$ cat config.mk
export PLATFORM = sky130hd
export DESIGN_NAME = iob_axistream_out_arb
export DESIGN_NICKNAME = d
export VERILOG_FILES = /design/src/rtl/iob_axistream_out_arb_pkg.sv /design/src/rtl/iob_rr_pick.sv /design/src/rtl/iob_axistream_out_arb.sv
export SDC_FILE = /design/constraint.sdc
export NUM_CORES = 1
export LEC_CHECK = 0
export BUFFER_PORTS_ARGS = -buffer_cell sky130_fd_sc_hd__buf_2
export CAP_MARGIN = 40
export CORE_MARGIN = 2
export CORE_UTILIZATION = 29
export DETAILED_ROUTE_END_ITERATION = 12
export SETUP_SLACK_MARGIN = 0.5
export SLEW_MARGIN = 20
export SYNTH_ARGS = -nofsm -noshare
export SYNTH_HDL_FRONTEND = slang
export SYNTH_HIERARCHICAL = 1
export SYNTH_SLANG_ARGS = --single-unit
export TNS_END_PERCENT = 1
$ cat constraint.sdc
create_clock -name clk -period 1.6 [get_ports clk]
set_clock_uncertainty 0.15 [all_clocks]
set_input_delay 0.16 -clock clk [delete_from_list [all_inputs] [get_ports clk]]
set_output_delay 0.16 -clock clk [all_outputs]
set_load 0.03 [all_outputs]
$ cat src/rtl/iob_axistream_out_arb_pkg.sv
// Shared definitions for the byte-stream output arbiter: FSM encoding and default sizes.
package iob_axistream_out_arb_pkg;

    localparam int N_IN_DEFAULT  = 4;
    localparam int CNT_W_DEFAULT = 16;

    typedef enum logic {
        ST_IDLE = 1'b0,
        ST_XFER = 1'b1
    } arb_state_t;

endpackage

$ cat src/rtl/iob_rr_pick.sv
// Combinational round-robin pick: the first requester above last_owner, wrapping around.
module iob_rr_pick #(
    parameter int N_IN  = 4,
    parameter int IDX_W = $clog2(N_IN)
) (
    input  logic [N_IN-1:0]  req,
    input  logic [IDX_W-1:0] last_owner,
    output logic [N_IN-1:0]  winner
);

    always_comb begin
        logic [IDX_W:0] pos;
        logic           found;
        winner = '0;
        found  = 1'b0;
        pos    = '0;
        // k = 1 is checked first, so the previous owner has the lowest priority
        for (int k = 1; k <= N_IN; k++) begin
            pos = {1'b0, last_owner} + (IDX_W+1)'(k);
            if (pos >= (IDX_W+1)'(N_IN)) begin
                pos = pos - (IDX_W+1)'(N_IN);
            end
            for (int j = 0; j < N_IN; j++) begin
                if (!found && req[j] && (pos == (IDX_W+1)'(j))) begin
                    winner[j] = 1'b1;
                    found     = 1'b1;
                end
            end
        end
    end

endmodule

$ cat src/rtl/iob_axistream_out_arb.sv
// Packet-locked round-robin arbiter of N_IN byte streams onto one registered output stream.
// Optional per-input completed-packet counters are built when IOB_AXISTREAM_OUT_ARB_CNT_EN is defined.
module iob_axistream_out_arb
    import iob_axistream_out_arb_pkg::*;
#(
    parameter int N_IN  = N_IN_DEFAULT,
    parameter int CNT_W = CNT_W_DEFAULT
) (
    input  logic                  clk,
    input  logic                  rst,
    input  logic [8*N_IN-1:0]     s_tdata,
    input  logic [N_IN-1:0]       s_tvalid,
    input  logic [N_IN-1:0]       s_tlast,
    output logic [N_IN-1:0]       s_tready,
    output logic [7:0]            m_tdata,
    output logic                  m_tvalid,
    output logic                  m_tlast,
    input  logic                  m_tready,
    output logic [N_IN-1:0]       grant,
    output logic                  busy
`ifdef IOB_AXISTREAM_OUT_ARB_CNT_EN
    ,
    output logic [N_IN*CNT_W-1:0] pkt_cnt
`endif
);

    localparam int IDX_W = $clog2(N_IN);

    if (N_IN < 2 || N_IN > 8 || CNT_W < 1) begin : g_bad_param
        $error("iob_axistream_out_arb: N_IN must be 2..8 and CNT_W at least 1");
    end

    arb_state_t       state_q;
    logic [N_IN-1:0]  grant_q;
    logic [IDX_W-1:0] owner_q;
    logic [IDX_W-1:0] last_q;
    logic             m_tvalid_q;
    logic             m_tlast_q;
    logic [7:0]       m_tdata_q;

    logic [N_IN-1:0]  winner;
    logic [IDX_W-1:0] win_idx;
    logic [7:0]       sel_data;
    logic             sel_last;
    logic             out_free;
    logic             beat_acc;

    iob_rr_pick #(
        .N_IN  (N_IN),
        .IDX_W (IDX_W)
    ) u_rr_pick (
        .req        (s_tvalid),
        .last_owner (last_q),
        .winner     (winner)
    );

    // The output register can take a beat when empty or when it drains this cycle
    assign out_free = ~m_tvalid_q | m_tready;
    assign s_tready = (state_q == ST_XFER) ? (grant_q & {N_IN{out_free}}) : '0;
    assign beat_acc = |(s_tvalid & s_tready);

    always_comb begin
        sel_data = '0;
        sel_last = 1'b0;
        win_idx  = '0;
        for (int j = 0; j < N_IN; j++) begin
            if (grant_q[j]) begin
                sel_data = s_tdata[8*j +: 8];
                sel_last = s_tlast[j];
            end
            if (winner[j]) begin
                win_idx = IDX_W'(j);
            end
        end
    end

    always_ff @(posedge clk) begin
        if (rst) begin
            state_q    <= ST_IDLE;
            grant_q    <= '0;
            owner_q    <= '0;
            last_q     <= IDX_W'(N_IN-1);
            m_tvalid_q <= 1'b0;
            m_tlast_q  <= 1'b0;
            m_tdata_q  <= '0;
        end else begin
            if (beat_acc) begin
                m_tvalid_q <= 1'b1;
                m_tdata_q  <= sel_data;
                m_tlast_q  <= sel_last;
            end else if (m_tready) begin
                m_tvalid_q <= 1'b0;
            end
            case (state_q)
                ST_IDLE: begin
                    if (|s_tvalid) begin
                        grant_q <= winner;
                        owner_q <= win_idx;
                        state_q <= ST_XFER;
                    end
                end
                ST_XFER: begin
                    if (beat_acc && sel_last) begin
                        grant_q <= '0;
                        last_q  <= owner_q;
                        state_q <= ST_IDLE;
                    end
                end
                default: state_q <= ST_IDLE;
            endcase
        end
    end

    assign m_tdata  = m_tdata_q;
    assign m_tvalid = m_tvalid_q;
    assign m_tlast  = m_tlast_q;
    assign grant    = grant_q;
    assign busy     = (state_q == ST_XFER) | m_tvalid_q;

`ifdef IOB_AXISTREAM_OUT_ARB_CNT_EN
    logic [CNT_W-1:0] cnt_q [N_IN];

    always_ff @(posedge clk) begin
        if (rst) begin
            for (int j = 0; j < N_IN; j++) begin
                cnt_q[j] <= '0;
            end
        end else if (beat_acc && sel_last) begin
            for (int j = 0; j < N_IN; j++) begin
                if (grant_q[j]) begin
                    cnt_q[j] <= cnt_q[j] + CNT_W'(1);
                end
            end
        end
    end

    for (genvar j = 0; j < N_IN; j++) begin : g_cnt_out
        assign pkt_cnt[j*CNT_W +: CNT_W] = cnt_q[j];
    end
`endif

endmodule

==> run metrics <==
status complete, no violations; Post-synth ARST share 0%; Post-DP HPWL between 2 and 3 mm; total grt overflow 0; top_reg_cell synth dfxtp_1; wire per inst ~15 µm; row count 22; Final Instance Area about 1900 µm²; final setup fails 0; Post-layout nets about 250; Multi-input gate area around 810 µm²; Max stage delay on crit path 0.36 ns; worst reg-to-reg setup slack about 0.082 ns; number of synthesized flops with an enable pin 0; Max Transition Viols Final 0; Worst EP arrival around 1.5 ns; synthesis-stage register bit count 19; Worst-Margin Slew ~0.38 ns; gp weighted congestion roughly 0.77; CTS Sinks 19; Cell Area, Synth 1160 µm²; TNS Setup 0 ns; first-pass GRT wire length between 5 and 6 mm; critical-path cell list a22o_4, o211ai_4, a311oi_4, buf_6, o41ai_2; sw frac approximately 31%; worst skew pair latency 0.26 ns; Vias 1357; drt initial violations between 70 and 80; Root Driver clkbuf_8; dpl cells 250; vias in the first global route around 1300; switching power total 0.372 mW; final hold vios 0; total number of yosys warnings 6; 1st-pass router iterations 4; f_max 659 MHz; area post-placement 1610 µm²; Reg power frac between 40% and 50%; Tcrit/Tclk final roughly 95%; final std cells w/o fill roughly 260; fin crit period 1.52 ns; sequential area share after synthesis 32.9%; register area around 400 µm²; initial antenna violation count 0; critical path's top delay family compound AO/OA/AOI/OAI gates; Critical Path End Type flip-flop; final setup margin 0.0823 ns; H-tree Lvls 1; post-route ant nets 0; HP Class in2reg; RSZ-0062 raised after global routing yes; Total Routing Usage GR around 17%; CTS tree done; Worst Path Buf+Inv 1; internal power contribution 0.841 mW; slowest CP cell dfxtp_4; filler cell count 372; CTS clk-pin slew, worst paths around 0.070 ns; Post-Route WL approximately 3.8 mm; Die Footprint approximately 4500 µm²; CP max FO 8; drt drc 0; vias per cell between 5 and 6; Die H between 60 and 70 µm; CP required ~1.6 ns; clock power share 28.1%; leakage power between 0.8 and 0.9 nW; port bufs 61; CP startpoint kind flip-flop; Synth cell types between 40 and 50; PD cells approximately 630 nW/µm²; Max VDD drop around 0.00023 V; total I/O pin count 62; largest net degree at the start of global routing 16; Comb pwr share around 29%; Post-Syn Nets ~180; Diodes inserted 0; Max clock buf depth 2; ratio of cells with drive above 1 in the final layout roughly 60%; clock buffer count from CTS 3; starting density of the core around 30%; relative slew slack 74.4%; die extent in x roughly 67 µm; fin util between 50% and 60%; pre-CTS setup slack -0.0180 ns; Synth Area per Inst around 8.7 µm²; post-synthesis cell count between 100 and 150; Area Overhead vs Synth 65.6%; Core ar. about 3700 µm²; maxcap violations 0; critical path class reg2reg
## sequential cells by signal, indices dropped and copies added (netlist names)
| name | flops |
|---|---|
| grant | 4 |
| last_q | 2 |
| m_tdata | 8 |
| m_tlast | 1 |
| m_tvalid | 1 |
| owner_q | 2 |
| state_q | 1 |
## cell families after synthesis
| kind of cell | after synthesis | synth area share, % |
|---|---|---|
| AOI/OAI and AO/OA | 51 | 39.5 |
| and+or+nand+nor | 43 | 18.1 |
| DFF | 19 | 32.9 |
| buffers and inverters | 18 | 7.89 |
| muxes | 2 | 1.73 |
## Yosys cell counts (all sizes together), types with 3 or more instances
master	number	area share, %
nor3	3	1.3
and3	4	2.3
nor2	19	6.2
inv	8	2.8
o211a	3	2.6
nand2	7	2.3
o41ai	4	3.0
dfxtp	19	33
buf	7	3.8
a21oi	5	2.2
o211ai	7	5.7
nand3b	3	1.9
o21ai	3	1.3
clkbuf	3	1.3
a311oi	7	6.8
a221o	7	6.3
a211oi	4	2.6
## cells in the final DEF (no fill, tap or decap), drive strengths merged
| cell type | instances |
|---|---|
| buf | 80 |
| nor2 | 19 |
| dfxtp | 19 |
| inv | 8 |
| nand2 | 7 |
| o211ai | 7 |
| a221o | 7 |
| a311oi | 7 |
| a21oi | 5 |
| o41ai | 4 |
| and3 | 4 |
| a211oi | 4 |
| clkbuf | 4 |
| o21ai | 3 |
| nor3 | 3 |
| nand3b | 3 |
| o211a | 3 |
| a22o | 2 |
| mux2i | 2 |
| nand2b | 2 |
| a221oi | 2 |
| or2 | 1 |
| nor2b | 1 |
| o21a | 1 |
| a22oi | 1 |
| o22ai | 1 |
| nor4 | 1 |
| or4 | 1 |
| and2 | 1 |
| o21ba | 1 |
| clkinv | 1 |
| o31a | 1 |
| o311a | 1 |
| o221a | 1 |
## metal layers
layer	up-vias	part of all wire [%]	global-route usage (%)
met1	632	43	20.8
li1	665	-	-
met5	-	0	0
met2	57	48	31.3
met3	3	8.6	3.67
met4	0	0.56	3.06
## worst min-delay path, delay by kind of cell
kind	cells	cell delay, ns
AND/OR/NAND/NOR	1	0.05
AO/OA/AOI/OAI	1	0.08
buffers and inverters	1	0.10
## metrics by stage
step | power (mW) | hold slack, ns
floorplan | 0.702 | 0.106
global placement | 0.828 | 0.294
detailed placement | 0.828 | 0.294
CTS | 1.18 | 0.0181
global route | 1.27 | 0.0510
finish | 1.21 | 0.0210
## power groups by stage
stage / registers, mW / logic [mW] / clock network [mW]
after floorplan: 0.556 / 0.146 / 0
after global placement: 0.525 / 0.303 / 0
after CTS: 0.516 / 0.320 / 0.346
after global routing: 0.521 / 0.385 / 0.365
after detailed placement: 0.525 / 0.303 / 0
final: 0.518 / 0.354 / 0.341
## what timing repair did
action | CTS | global route
gates resized for setup | 18 | 60
buffers inserted | 2 | 0
hold buffers | 0 | 0
pin swaps | 8 | 9
endpoints found under the setup margin | 33 | 38
## area by class of cell
class | instances | share of cell area, %
Multi-Input combinational cell | 96 | 42.4
Timing Repair Buffer | 81 | 29.4
Sequential cell | 19 | 21.0
Tap cell | 48 | 3.13
Clock buffer | 3 | 2.15
Inverter | 8 | 1.70
Clock inverter | 1 | 0.261
## worst paths after layout
path | startpoint | end | cells after the start
min | s_tdata[26] | m_tdata[2] | 3
max reg2reg | grant[0] | grant[1] | 5
max | grant[0] | grant[1] | 5
min reg2reg | m_tdata[1] | m_tdata[1] | 2
No activity file was read; power rests on OpenSTA's default activity.
